--- config.mk ---
export PLATFORM = sky130hd
export DESIGN_NAME = alu_issue_unit
export DESIGN_NICKNAME = d
export VERILOG_FILES = /design/src/rtl/alu_pkg.sv /design/src/rtl/alu_issue_decode.sv /design/src/rtl/alu_issue_unit.sv
export SDC_FILE = /design/constraint.sdc
export NUM_CORES = 1
export LEC_CHECK = 0
export ABC_CLOCK_PERIOD_IN_PS = 9400
export CORE_AREA = 3 3 218 220
export DETAILED_ROUTE_END_ITERATION = 7
export DIE_AREA = 0 0 221 223
export PLACE_DENSITY = 0.53
export SETUP_SLACK_MARGIN = 0.2
export SYNTH_ARGS = -nofsm -noshare
export SYNTH_HDL_FRONTEND = slang
export SYNTH_SLANG_ARGS = --single-unit
--- constraint.sdc ---
create_clock -name clk -period 9.4 [get_ports clk]
set_input_delay 1.88 -clock clk [delete_from_list [all_inputs] [get_ports clk]]
set_output_delay 1.88 -clock clk [all_outputs]
set_load 0.01 [all_outputs]
--- src/rtl/alu_pkg.sv ---
// Shared constants and types for the ALU issue path: ALU control codes,
// RV64 opcode / funct3 / funct7 encodings, operation classes and the
// branch-condition helper used when resolving a branch from ALU flags.
package alu_pkg;

    localparam int DEF_XLEN    = 64;
    localparam int DEF_SHAMT_W = 6;

    // ALU control codes understood by the combinational ALU.
    localparam logic [3:0] ALU_AND = 4'b0000;
    localparam logic [3:0] ALU_OR  = 4'b0001;
    localparam logic [3:0] ALU_ADD = 4'b0010;
    localparam logic [3:0] ALU_SLL = 4'b0011;
    localparam logic [3:0] ALU_SUB = 4'b0110;
    localparam logic [3:0] ALU_XOR = 4'b0111;
    localparam logic [3:0] ALU_SRL = 4'b1000;
    localparam logic [3:0] ALU_SRA = 4'b1010;

    // Major opcodes handled by this unit.
    localparam logic [6:0] OPC_OP     = 7'b0110011;
    localparam logic [6:0] OPC_OP_IMM = 7'b0010011;
    localparam logic [6:0] OPC_LOAD   = 7'b0000011;
    localparam logic [6:0] OPC_STORE  = 7'b0100011;
    localparam logic [6:0] OPC_LUI    = 7'b0110111;
    localparam logic [6:0] OPC_AUIPC  = 7'b0010111;
    localparam logic [6:0] OPC_BRANCH = 7'b1100011;

    // funct3 for integer ALU ops.
    localparam logic [2:0] F3_ADD  = 3'b000;
    localparam logic [2:0] F3_SLL  = 3'b001;
    localparam logic [2:0] F3_SLT  = 3'b010;
    localparam logic [2:0] F3_SLTU = 3'b011;
    localparam logic [2:0] F3_XOR  = 3'b100;
    localparam logic [2:0] F3_SR   = 3'b101;
    localparam logic [2:0] F3_OR   = 3'b110;
    localparam logic [2:0] F3_AND  = 3'b111;

    // funct3 for branches.
    localparam logic [2:0] F3_BEQ  = 3'b000;
    localparam logic [2:0] F3_BNE  = 3'b001;
    localparam logic [2:0] F3_BLT  = 3'b100;
    localparam logic [2:0] F3_BGE  = 3'b101;
    localparam logic [2:0] F3_BLTU = 3'b110;
    localparam logic [2:0] F3_BGEU = 3'b111;

    localparam logic [6:0] F7_BASE = 7'b0000000;
    localparam logic [6:0] F7_ALT  = 7'b0100000;

    // How the result stage turns ALU outputs into the final result.
    typedef enum logic [2:0] {
        CLS_ALU     = 3'd0,   // result is alu_y verbatim
        CLS_SLT     = 3'd1,   // result is signed-less flag
        CLS_SLTU    = 3'd2,   // result is unsigned-less flag
        CLS_BRANCH  = 3'd3,   // result 0, branch condition from flags
        CLS_ILLEGAL = 3'd4    // result 0, illegal flagged
    } op_class_e;

    // Branch resolution from the flags of a SUB of rs1/rs2.
    function automatic logic branch_cond(input logic [2:0] funct3,
                                         input logic       zero,
                                         input logic       s_less,
                                         input logic       u_less);
        logic taken;
        case (funct3)
            F3_BEQ:  taken = zero;
            F3_BNE:  taken = !zero;
            F3_BLT:  taken = s_less;
            F3_BGE:  taken = !s_less;
            F3_BLTU: taken = u_less;
            F3_BGEU: taken = !u_less;
            default: taken = 1'b0;
        endcase
        return taken;
    endfunction

endpackage

--- src/rtl/alu_issue_decode.sv ---
// Purpose : combinational decode of an instruction + operands into ALU control,
//           ALU operands, result class and illegal flag.
// Latency : 0 cycles (pure combinational). Backpressure: none, no state.
// Ports   : instr/rs1_data/rs2_data/imm/pc in; control/a1/a2/op_class/illegal out.
module alu_issue_decode
    import alu_pkg::*;
#(
    parameter int XLEN    = DEF_XLEN,
    parameter int SHAMT_W = DEF_SHAMT_W
) (
    input  logic [31:0]     instr,
    input  logic [XLEN-1:0] rs1_data,
    input  logic [XLEN-1:0] rs2_data,
    input  logic [XLEN-1:0] imm,
    input  logic [XLEN-1:0] pc,
    output logic [3:0]      control,
    output logic [XLEN-1:0] a1,
    output logic [XLEN-1:0] a2,
    output op_class_e       op_class,
    output logic            illegal
);

    logic [6:0]      opcode;
    logic [2:0]      funct3;
    logic [6:0]      funct7;
    logic            is_r;
    logic [XLEN-1:0] src2;
    logic [XLEN-1:0] shamt_ext;

    // Register specifiers and rd are resolved elsewhere in the core.
    logic unused_instr_bits;
    assign unused_instr_bits = ^{instr[24:15], instr[11:7]};

    assign opcode = instr[6:0];
    assign funct3 = instr[14:12];
    assign funct7 = instr[31:25];

    assign is_r = (opcode == OPC_OP);
    assign src2 = is_r ? rs2_data : imm;

    // Shift amounts forward only the low bits; upper source bits never reach the ALU.
    assign shamt_ext = {{(XLEN-SHAMT_W){1'b0}}, src2[SHAMT_W-1:0]};

    always_comb begin
        // Illegal encoding is the fallback: add with zero operands.
        control  = ALU_ADD;
        a1       = '0;
        a2       = '0;
        op_class = CLS_ILLEGAL;
        illegal  = 1'b1;

        case (opcode)
            OPC_OP, OPC_OP_IMM: begin
                if (!is_r || funct7 == F7_BASE || funct7 == F7_ALT) begin
                    illegal  = 1'b0;
                    op_class = CLS_ALU;
                    a1       = rs1_data;
                    a2       = src2;
                    case (funct3)
                        F3_ADD:  control = (is_r && instr[30]) ? ALU_SUB : ALU_ADD;
                        F3_XOR:  control = ALU_XOR;
                        F3_OR:   control = ALU_OR;
                        F3_AND:  control = ALU_AND;
                        F3_SLL: begin
                            control = ALU_SLL;
                            a2      = shamt_ext;
                        end
                        F3_SR: begin
                            control = instr[30] ? ALU_SRA : ALU_SRL;
                            a2      = shamt_ext;
                        end
                        // Compares run as a SUB; the result stage picks the flag.
                        F3_SLT: begin
                            control  = ALU_SUB;
                            op_class = CLS_SLT;
                        end
                        F3_SLTU: begin
                            control  = ALU_SUB;
                            op_class = CLS_SLTU;
                        end
                        default: ;
                    endcase
                end
            end
            OPC_LOAD, OPC_STORE: begin
                illegal  = 1'b0;
                op_class = CLS_ALU;
                a1       = rs1_data;
                a2       = imm;
            end
            OPC_LUI: begin
                illegal  = 1'b0;
                op_class = CLS_ALU;
                a2       = imm;
            end
            OPC_AUIPC: begin
                illegal  = 1'b0;
                op_class = CLS_ALU;
                a1       = pc;
                a2       = imm;
            end
            OPC_BRANCH: begin
                if (funct3 != 3'b010 && funct3 != 3'b011) begin
                    illegal  = 1'b0;
                    op_class = CLS_BRANCH;
                    control  = ALU_SUB;
                    a1       = rs1_data;
                    a2       = rs2_data;
                end
            end
            default: ;
        endcase
    end

endmodule

--- src/rtl/alu_issue_unit.sv ---
// Purpose : issue side of the ALU: decode -> D register drives ALU -> R register holds result.
// Latency : 2 cycles accept-to-out_valid, 1 request/cycle throughput.
// Backpressure: out_valid && !out_ready freezes R and D; in_ready drops once D is also full.
// Ports   : in_* request handshake + operands; alu_* ALU drive/return; out_*/result/
//           branch_taken/illegal result handshake.
module alu_issue_unit
    import alu_pkg::*;
#(
    parameter int XLEN    = DEF_XLEN,
    parameter int SHAMT_W = DEF_SHAMT_W
) (
    input  logic            clk,
    input  logic            rst,
    input  logic            in_valid,
    output logic            in_ready,
    input  logic [31:0]     instr,
    input  logic [XLEN-1:0] rs1_data,
    input  logic [XLEN-1:0] rs2_data,
    input  logic [XLEN-1:0] imm,
    input  logic [XLEN-1:0] pc,
    output logic [3:0]      alu_control,
    output logic [XLEN-1:0] alu_a1,
    output logic [XLEN-1:0] alu_a2,
    input  logic [XLEN-1:0] alu_y,
    input  logic            alu_zero,
    input  logic            alu_s_less,
    input  logic            alu_u_less,
    output logic            out_valid,
    input  logic            out_ready,
    output logic [XLEN-1:0] result,
    output logic            branch_taken,
    output logic            illegal
);

    // Decode outputs
    logic [3:0]      dec_control;
    logic [XLEN-1:0] dec_a1;
    logic [XLEN-1:0] dec_a2;
    op_class_e       dec_class;
    logic            dec_illegal;

    // Stage D
    logic            d_valid_q,   d_valid_d;
    logic [3:0]      d_control_q, d_control_d;
    logic [XLEN-1:0] d_a1_q,      d_a1_d;
    logic [XLEN-1:0] d_a2_q,      d_a2_d;
    op_class_e       d_class_q,   d_class_d;
    logic [2:0]      d_funct3_q,  d_funct3_d;

    // Stage R
    logic            r_valid_q,   r_valid_d;
    logic [XLEN-1:0] r_result_q,  r_result_d;
    logic            r_taken_q,   r_taken_d;
    logic            r_illegal_q, r_illegal_d;

    logic            advance;
    logic            accept;
    logic [XLEN-1:0] form_result;
    logic            form_taken;
    logic            form_illegal;

    alu_issue_decode #(
        .XLEN    (XLEN),
        .SHAMT_W (SHAMT_W)
    ) u_decode (
        .instr    (instr),
        .rs1_data (rs1_data),
        .rs2_data (rs2_data),
        .imm      (imm),
        .pc       (pc),
        .control  (dec_control),
        .a1       (dec_a1),
        .a2       (dec_a2),
        .op_class (dec_class),
        .illegal  (dec_illegal)
    );

    // R can take a new entry when empty or when its entry leaves this cycle.
    assign advance  = !r_valid_q || out_ready;
    // D accepts when empty even if R is stalled; in_ready is held low during reset.
    assign in_ready = !rst && (!d_valid_q || advance);
    assign accept   = in_valid && in_ready;

    // Result formation from the ALU outputs of the entry sitting in D.
    always_comb begin
        form_result  = '0;
        form_taken   = 1'b0;
        form_illegal = 1'b0;
        case (d_class_q)
            CLS_ALU:     form_result = alu_y;
            CLS_SLT:     form_result = {{(XLEN-1){1'b0}}, alu_s_less};
            CLS_SLTU:    form_result = {{(XLEN-1){1'b0}}, alu_u_less};
            CLS_BRANCH:  form_taken  = branch_cond(d_funct3_q, alu_zero, alu_s_less, alu_u_less);
            CLS_ILLEGAL: form_illegal = 1'b1;
            default:     form_illegal = 1'b1;
        endcase
    end

    always_comb begin
        d_valid_d   = d_valid_q;
        d_control_d = d_control_q;
        d_a1_d      = d_a1_q;
        d_a2_d      = d_a2_q;
        d_class_d   = d_class_q;
        d_funct3_d  = d_funct3_q;
        r_valid_d   = r_valid_q;
        r_result_d  = r_result_q;
        r_taken_d   = r_taken_q;
        r_illegal_d = r_illegal_q;

        if (advance) begin
            r_valid_d = d_valid_q;
            // An empty slot moving into R carries zeros so no stale result lingers.
            r_result_d  = d_valid_q ? form_result  : '0;
            r_taken_d   = d_valid_q && form_taken;
            r_illegal_d = d_valid_q && form_illegal;
            d_valid_d   = 1'b0;
        end

        if (accept) begin
            d_valid_d   = 1'b1;
            d_control_d = dec_control;
            d_a1_d      = dec_a1;
            d_a2_d      = dec_a2;
            d_class_d   = dec_class;
            d_funct3_d  = instr[14:12];
        end
    end

    always_ff @(posedge clk or posedge rst) begin
        if (rst) begin
            d_valid_q   <= 1'b0;
            d_control_q <= ALU_ADD;
            d_a1_q      <= '0;
            d_a2_q      <= '0;
            d_class_q   <= CLS_ALU;
            d_funct3_q  <= '0;
            r_valid_q   <= 1'b0;
            r_result_q  <= '0;
            r_taken_q   <= 1'b0;
            r_illegal_q <= 1'b0;
        end else begin
            d_valid_q   <= d_valid_d;
            d_control_q <= d_control_d;
            d_a1_q      <= d_a1_d;
            d_a2_q      <= d_a2_d;
            d_class_q   <= d_class_d;
            d_funct3_q  <= d_funct3_d;
            r_valid_q   <= r_valid_d;
            r_result_q  <= r_result_d;
            r_taken_q   <= r_taken_d;
            r_illegal_q <= r_illegal_d;
        end
    end

    assign alu_control  = d_control_q;
    assign alu_a1       = d_a1_q;
    assign alu_a2       = d_a2_q;
    assign out_valid    = r_valid_q;
    assign result       = r_result_q;
    assign branch_taken = r_taken_q;
    assign illegal      = r_illegal_q;

endmodule

==> impl_results.md, run 1 <==
- Yosys top cell area share: between 50% and 60%
- Primary FF master, synth: dfrtp_1
- Cells after Synth: 761
- Crit Reg-Reg Startpoint: out_valid
- Critical path type: input port to output pin
- Hold WC Path Type: register to register
- Antenna Cells: 0
- Core box area: ~45,000 µm²
- Antenna violations before repair: 1
- Hold EP: branch_taken
- VDD IR max: around 0.098 mV
- Gr usage total: roughly 14%
- Vias per inst: around 4.4
- Worst-skew pair later-pin latency: roughly 550 ps
- Post-DRT Antenna Nets: 0
- RD Place Congestion: about 0.76
- Finished Cell Area: about 16,000 µm²
- Starting Density: between 10% and 20%
- Hpwl dp: between 20 and 30 mm
- FF/Latch Area: about 5200 µm²
- DR WL/cell: between 15 and 20 µm
- Gr ovfl total: 0
- Sequential fraction of the synthesis area: 58.5%
- Leakage Power: about 6.5 nW
- Root Driver: clkbuf_16
- First DRT Iteration DRCs: 481
- Async S/R FF share, synth: 100%
- Worst-Margin Slew: about 1200 ps
- Synthesized area: a little under 9000 µm²
- Area leader, netlist: dfrtp_1
- Worst rel slew slack: 22.7%
- Commonest non-fill, non-tap cell in the layout: clkdlybuf4s50_1
- Clock sink total: 206
- Crit path time final: 5130 ps
- Worst endpoint required time: between 7000 and 8000 ps
- R2r setup slk: 5970 ps
- Period utilization: between 50% and 60%
- HP Start: branch_taken
- Mean Syn Cell Area: 11.6 µm²
- # Post-CTS Setup Buffers: 0
- TNS Setup: 0 ps
- Vias: 8,311
- Row count: between 70 and 80
- First-pass GRT wire length: between 50 and 60 mm
- Fin. Hold Viols: 0
- Fin Clk Skew: a little over 20 ps
- Placement-stage cell area: between 10,000 and 15,000 µm²
- Synth area leaders: dfrtp_1 58%, a221o_1 6.6%, a22o_1 6.3%, nor2_1 5.9%, a221oi_1 5.4%
- Area growth syn-to-layout: 77.6%
- Terminus of the critical flop-to-flop path: alu_a2[52]
- H-tree depth: 1
- R2r worst-path depth: 8
- Startpoint types: input port
- Share of layout cells above drive strength 1: 6.10%
- Number of global-route vias before repair: 8,769
- Num CTS Buffers: 25
- CTS Hold Bufs: 0
- DRT Pass-1 Iters: 4
- Most frequent cells in the layout: 543 x clkdlybuf4s50_1, 205 x dfrtp_1, 137 x nor2_1
- Area of the multi-input gates: approximately 3300 µm²
- Worst-path clk slew: about 60 ps
- CTS resizes: 0
- Mapped Nets: 1,120
- Post-synth cell types: 45
- Detailed-route DRC error count: 0
- Die Area: a little under 50,000 µm²
- CP Max Fanout: 3
- Max cap viols: 0
- Worst hold stages: 2
- # setup viols final: 0
- Routed Wire Length: 37.5 mm
- Crit path DAT: between 3000 and 4000 ps
- Fmax: 0.195 GHz
- Pwr Density: roughly 150 nW/µm²
- Io pins: approximately 560
- Bufs on Longest Clock Path: 3
- Worst setup EP type: output pin
- Final #Nets: 1,635
- Yosys synthesis warning count: 0
- CTS tree: done
- Pin count of the biggest net entering global routing: around 140
- Outcome: finished clean
- Die Width: around 220 µm
- FF+latch count, synth: around 200
- EDFF count, synth: 0
- IO buf count: ~540
- Die height: 223 µm
- RSZ-0062 raised after global routing: false
- Max Transition Viols Final: 0
- # fillers: 4,657
## how the worst max path moves through the flow
stage / slack [ps] / endpoint / cells after the start / from
2_1_floorplan: 1390 / alu_a2[10] / 6 / rst
3_3_place_gp: 3780 / alu_a2[30] / 7 / rst
3_5_place_dp: 3770 / alu_a2[34] / 7 / rst
4_1_cts: 4240 / in_ready / 3 / rst
5_1_grt: 4080 / alu_a2[30] / 7 / rst
6_report: 4270 / in_ready / 3 / rst
## registers in the layout, indices dropped and copies added (netlist names)
signal        count
d_class_q         3
alu_control       4
d_valid_q         1
result           64
out_valid         1
d_funct3_q        3
alu_a1           64
illegal           1
branch_taken      1
alu_a2           64
## per-layer routing
| layer | global-route usage (%) | share of wire [%] |
|---|---|---|
| met5 | 0 | 0.035 |
| met2 | 24.7 | 49 |
| met3 | 4.03 | 6.8 |
| met1 | 18.2 | 42 |
| met4 | 3.59 | 2.5 |
## stage by stage
step                      hold WS, ps  utilization (%)  power, mW  cells  setup slack, ps
after global routing              507             34.4       2.52   1895             4080
after global placement            456             32.5       1.41   1849             3780
after detailed placement          460             32.5       1.41   1849             3770
after CTS                         483             34.4       2.45   1895             4240
after floorplan                   469                -       1.11    761             1390
final                             476             34.4       2.40   1895             4270
## cells in the mapped netlist (6+ instances only)
cell and n:
a221oi_1 54, a22oi_1 7, buf_6 6, nand2_1 26, buf_2 26, dfrtp_1 205
a221oi_2 10, a21oi_1 6, clkbuf_1 26, nor2_1 139, nand3_1 7, nor2b_1 63
a221o_1 58, a22o_1 63, o21ai_0 13
## area by class of cell
cell class,instances,area share [%]
clock buffers,33,4.51
clock inverters,13,0.968
inverters,5,0.168
multi-input cells,485,21.4
flip-flops and latches,206,33.0
well taps,600,4.80
repair buffers,553,35.2
## where the power goes
group	total, mW	switching, mW	internal (mW)
Clock	1.01	0.404	0.610
Combinational	0.421	0.170	0.250
Sequential	0.969	0.0297	0.939
## worst max-delay path, stage by stage
cell	delay, ps
clkdlybuf4s50_1	530
a21oi_1	170
clkdlybuf4s50_1	670
## cells by family (layout without fill, tap and decap cells)
kind of cell | Yosys count | in the layout | share of synthesized area [%]
xor gates and xnor gates | 2 | 2 | 0.199
muxes | 2 | 2 | 0.227
DFF | 206 | 206 | 58.5
buffers and inverters | 70 | 604 | 4.08
AOI/OAI and AO/OA | 228 | 228 | 23.3
and+or+nand+nor | 253 | 253 | 13.6
No activity file was read; power rests on OpenSTA's default activity.
==> run 2: changes to the inputs <==
--- a/config.mk
+++ b/config.mk
@@ -5,11 +5,11 @@
 export SDC_FILE = /design/constraint.sdc
 export NUM_CORES = 1
 export LEC_CHECK = 0
-export ABC_CLOCK_PERIOD_IN_PS = 9400
+export ABC_CLOCK_PERIOD_IN_PS = 4430
 export CORE_AREA = 3 3 218 220
 export DETAILED_ROUTE_END_ITERATION = 7
 export DIE_AREA = 0 0 221 223
-export PLACE_DENSITY = 0.53
+export PLACE_DENSITY = 0.54
 export SETUP_SLACK_MARGIN = 0.2
 export SYNTH_ARGS = -nofsm -noshare
 export SYNTH_HDL_FRONTEND = slang
==> constraint.sdc (replaced) <==
create_clock -name clk -period 4.43 [get_ports clk]
set_input_delay 0.886 -clock clk [delete_from_list [all_inputs] [get_ports clk]]
set_output_delay 0.886 -clock clk [all_outputs]
set_load 0.01 [all_outputs]
==> impl_results.md, run 2 (same netlist as run 1, synthesis figures left out) <==
- DR WL/cell: between 15 and 20 µm
- Fmax: around 0.31 GHz
- Clock sink total: approximately 210
- Non-Filler Instances: roughly 1,900
- CTS Hold Bufs: 0
- Worst endpoint required time: roughly 3500 ps
- Critical path type: input port to output pin
- Antenna Cells: 0
- Crit path time final: approximately 3200 ps
- Root Driver: clkbuf_16
- Row count: 78
- Number of global-route vias before repair: approximately 8,600
- CTS resizes: 0
- Routed Wire Length: about 36 mm
- Vias: 8,300
- Overall Power: 5.00 mW
- Startpoint types: input port
- Max cap viols: 0
- Dpl ws: 902 ps
- # fillers: approximately 4,600
- Worst-path clk slew: about 60 ps
- Final Worst Setup Slack: 1240 ps
- Starting Density: about a fifth
- # setup viols final: 0
- Area of the multi-input gates: between 3000 and 4000 µm²
- Die Width: about 220 µm
- Worst setup EP type: output pin
- Post-DRT Antenna Nets: 0
- Die height: ~220 µm
- Leakage Power: between 6 and 7 nW
- H-tree depth: 1
- VDD IR max: 0.204 mV
- IO buf count: about 540
- Share of layout cells above drive strength 1: 6.10%
- Vias per inst: 4.38
- TNS Setup: 0 ps
- Pwr Density: about 320 nW/µm²
- Num CTS Buffers: 25
- First DRT Iteration DRCs: approximately 460
- Hpwl dp: 26.9 mm
- FF/Latch Area: slightly above 5000 µm²
- First-pass GRT wire length: around 55 mm
- DRT Pass-1 Iters: 4
- Commonest non-fill, non-tap cell in the layout: clkdlybuf4s50_1
- WHS: between 400 and 500 ps
- CTS tree: done
- Bufs on Longest Clock Path: 3
- Outcome: finished clean
- Period utilization: a little under three quarters
- Max Transition Viols Final: 0
- Pin count of the biggest net entering global routing: approximately 120
- Gr ovfl total: 0
- Core box area: 45,500 µm²
- Hold WC Path Type: register to register
- # Post-CTS Setup Buffers: 0
- Most frequent cells in the layout: 543 x clkdlybuf4s50_1, 205 x dfrtp_1, 137 x nor2_1
- Final #Nets: roughly 1,600
- Gr usage total: 14.0%
- Worst-skew pair later-pin latency: between 500 and 600 ps
- Area growth syn-to-layout: 77.6%
- RSZ-0062 raised after global routing: false
- CP Max Fanout: 12
- Fin. Hold Viols: 0
- Worst-Margin Slew: between 900 and 1000 ps
- RD Place Congestion: about 0.8
- Crit path DAT: ~2300 ps
- Antenna violations before repair: 0
- Detailed-route DRC error count: 0
- Fin Clk Skew: roughly 25 ps
- Worst rel slew slack: a little under two fifths
- Die Area: between 40,000 and 50,000 µm²
- Io pins: 559
- Placed cell count: ~1,900
-- run 2: cell types whose count changed in the layout (fill, tap and decap cells not counted), sizes merged --
cell	change
bufinv	-1
clkbuf	+1
inv	-2
clkinv	-1
buf	+4
-- run 2: worst paths after layout --
path / from / endpoint / slack (ps) / depth (start not counted)
max in group asynchronous: rst / result[31] / 2430 / 3
setup / recovery: out_ready / in_ready / 1240 / 4
hold reg to reg: alu_control[0] / alu_control[0] / 470 / 2
setup reg to reg: out_valid / result[4] / 2280 / 5
min in group asynchronous: rst / result[17] / 820 / 2
hold / removal: alu_control[0] / alu_control[0] / 470 / 2
-- run 2: per-layer routing --
| layer | part of all wire (%) | wire (µm) | track usage (%) | vias to the layer above |
|---|---|---|---|---|
| li1 | - | - | - | 3876 |
| met1 | 41 | 15000 | 17.4 | 4034 |
| met2 | 50 | 18100 | 24.0 | 343 |
| met3 | 7.1 | 2610 | 3.68 | 47 |
| met4 | 2.1 | 767 | 3.57 | 0 |
| met5 | 0 | 0 | 0 | - |
-- run 2: where the power goes --
group	switching, mW	internal (mW)
registers	0.0632	1.99
clock network	0.820	1.23
logic	0.358	0.534
-- run 2: critical path: stages --
cell and delay, ps:
clkdlybuf4s50_1 440, nor2b_4 330, a21oi_1 120, clkdlybuf4s50_1 520
-- run 2: layout make-up --
cell class	count	share of cell area [%]
Sequential cell	206	33.0
Tap cell	600	4.80
Clock inverter	9	0.640
Multi-Input combinational cell	485	21.3
Clock buffer	34	4.53
Timing Repair Buffer	557	35.6
Inverter	5	0.144
-- run 2: through the flow --
step           util [%]  instance area, µm²
2_1_floorplan         -                8830
3_5_place_dp       32.6               14800
4_1_cts            34.4               15600
5_1_grt            34.4               15600
6_report           34.4               15600
3_3_place_gp       32.6               14800
==> run 3: changes to the inputs <==
--- a/config.mk
+++ b/config.mk
@@ -5,7 +5,7 @@
 export SDC_FILE = /design/constraint.sdc
 export NUM_CORES = 1
 export LEC_CHECK = 0
-export ABC_CLOCK_PERIOD_IN_PS = 4430
+export ABC_CLOCK_PERIOD_IN_PS = 2800
 export CORE_AREA = 3 3 218 220
 export DETAILED_ROUTE_END_ITERATION = 7
 export DIE_AREA = 0 0 221 223
==> constraint.sdc (replaced) <==
create_clock -name clk -period 2.8 [get_ports clk]
set_input_delay 0.56 -clock clk [delete_from_list [all_inputs] [get_ports clk]]
set_output_delay 0.56 -clock clk [all_outputs]
set_load 0.01 [all_outputs]
==> impl_results.md, run 3 (same netlist as run 1, synthesis figures left out) <==
- Worst setup EP type: output pin
- CP delay by family, top: buffers and inverters
- Hold WC Path Type: register to register
- Fin Clk Skew: between 10 and 15 ps
- Gr ovfl total: 0
- Dpl ws: between 90 and 100 ps
- Die Area: slightly below 50,000 µm²
- Routed Wire Length: 36.9 mm
- Bufs on Longest Clock Path: 3
- IO buf count: between 500 and 600
- GRT met1 Usage: between 10% and 20%
- CP bufs+invs: 2
- WHS: 470 ps
- CP Max Fanout: 6
- Final #Nets: 1,666
- DR WL/cell: 19.2 µm
- Outcome: finished clean
- Crit Reg-Reg Startpoint: out_valid
- Pin count of the biggest net entering global routing: a little under 100
- Critical path type: input port to output pin
- Worst rel slew slack: a little over half
- Most used cell along the critical path: clkdlybuf4s50_1
- CTS resizes: 0
- Non-Filler Instances: just under 2,000
- RD Place Congestion: roughly 0.83
- Gr usage total: about 14%
- Placed cell count: 1,880
- Vias: approximately 8,400
- HP Start: alu_control[0]
- Hpwl dp: ~28 mm
- Num CTS Buffers: 25
- First DRT Iteration DRCs: 470
- Starting Density: between 10% and 20%
- Crit path time final: roughly 2400 ps
- H-tree depth: 1
- R2r worst-path depth: 6
- Antenna violations before repair: 1
- Root Driver: clkbuf_16
- Final Worst Setup Slack: ~350 ps
- Fin. Hold Viols: 0
- Most frequent cells in the layout: 543 x clkdlybuf4s50_1, 205 x dfrtp_1, 137 x nor2_1
- Worst-path clk slew: roughly 60 ps
- Hold EP: alu_control[0]
- Clock sink total: about 200
- # Post-CTS Setup Buffers: 0
- Worst-Margin Slew: 685 ps
- Die height: approximately 220 µm
- RSZ-0062 raised after global routing: false
- Row count: 78
- Crit-path slowest cell: clkdlybuf4s50_1
- DRT Pass-1 Iters: 5
- Met2 Use GR: 24.3%
- Vias per inst: between 4 and 5
- Period utilization: 87.5%
- Finished Cell Area: between 15,000 and 20,000 µm²
- Detailed-route DRC error count: 0
- Leakage Power: around 6.7 nW
- Worst-skew pair later-pin latency: 520 ps
- # setup viols final: 0
- Number of global-route vias before repair: slightly below 9,000
- Area growth syn-to-layout: 81.9%
- Worst hold stages: 2
- Share of layout cells above drive strength 1: between 8 and 9%
- Crit path DAT: about 1900 ps
- VDD IR max: approximately 0.35 mV
- Terminus of the critical flop-to-flop path: alu_a2[34]
- Met3 Resource Use GR: around 3.7%
- First-pass GRT wire length: 55.3 mm
- Placement-stage cell area: approximately 15,000 µm²
- Worst endpoint required time: ~2200 ps
- Pwr Density: 505 nW/µm²
- Max Transition Viols Final: 0
- Slowest stage delay, CP: about 600 ps
- Commonest non-fill, non-tap cell in the layout: clkdlybuf4s50_1
- Io pins: between 500 and 600
- GR peak layer: met2
- Core box area: about 45,000 µm²
- Die Width: roughly 220 µm
- CTS tree: done
- Max cap viols: 0
- CTS Hold Bufs: 0
- Final core utilization: a little over a third
- Post-DRT Antenna Nets: 0
- R2r setup slk: about 900 ps
- Fmax: a little over 0.4 GHz
- Startpoint types: input port
- CP cell instances: clkdlybuf4s50_1, nor2b_4, a21oi_1, clkdlybuf4s50_1
-- run 3: final cells by class --
cell class	count	area (µm²)
clock buffers	36	737
flip-flops and latches	206	5160
inverters	5	22.5
well taps	600	751
fillers	4597	29500
diodes	1	2.50
multi-input cells	485	3340
clock inverters	10	129
repair buffers	584	5880
-- run 3: power breakdown --
group	internal (mW)	switching [mW]	leakage (nW)
Clock	2.10	1.29	0.434
Combinational	0.866	0.568	3.55
Sequential	3.15	0.102	2.73
Total	6.12	1.97	6.71
-- run 3: how the worst max path moves through the flow --
stage              start    endpoint  slack (ps)  cells past startpoint
3_3_place_gp   instr[13]  alu_a2[26]          90                      7
2_1_floorplan        rst  alu_a2[10]       -2220                      6
4_1_cts        out_ready    in_ready         310                      4
3_5_place_dp   instr[26]  alu_a1[49]          90                      8
5_1_grt        out_ready    in_ready         300                      4
6_report       out_ready    in_ready         350                      4
-- run 3: through the flow --
step | TNS (ps) | power (mW)
after CTS | 0 | 8.26
after floorplan | -367390 | 3.73
after detailed placement | 0 | 4.76
after global routing | 0 | 8.48
final | 0 | 8.08
after global placement | 0 | 4.75
-- run 3: routing by layer --
metal / up-vias / share of wire (%)
li1: 3933 / -
met4: 0 / 2.1
met5: - / 0
met3: 44 / 7.4
met2: 372 / 49
met1: 4099 / 42
-- run 3: tightest hold or removal path, delay by kind of cell (launching register included) --
family,cells,cell delay (ps)
DFF,1,340
and+or+nand+nor,2,100
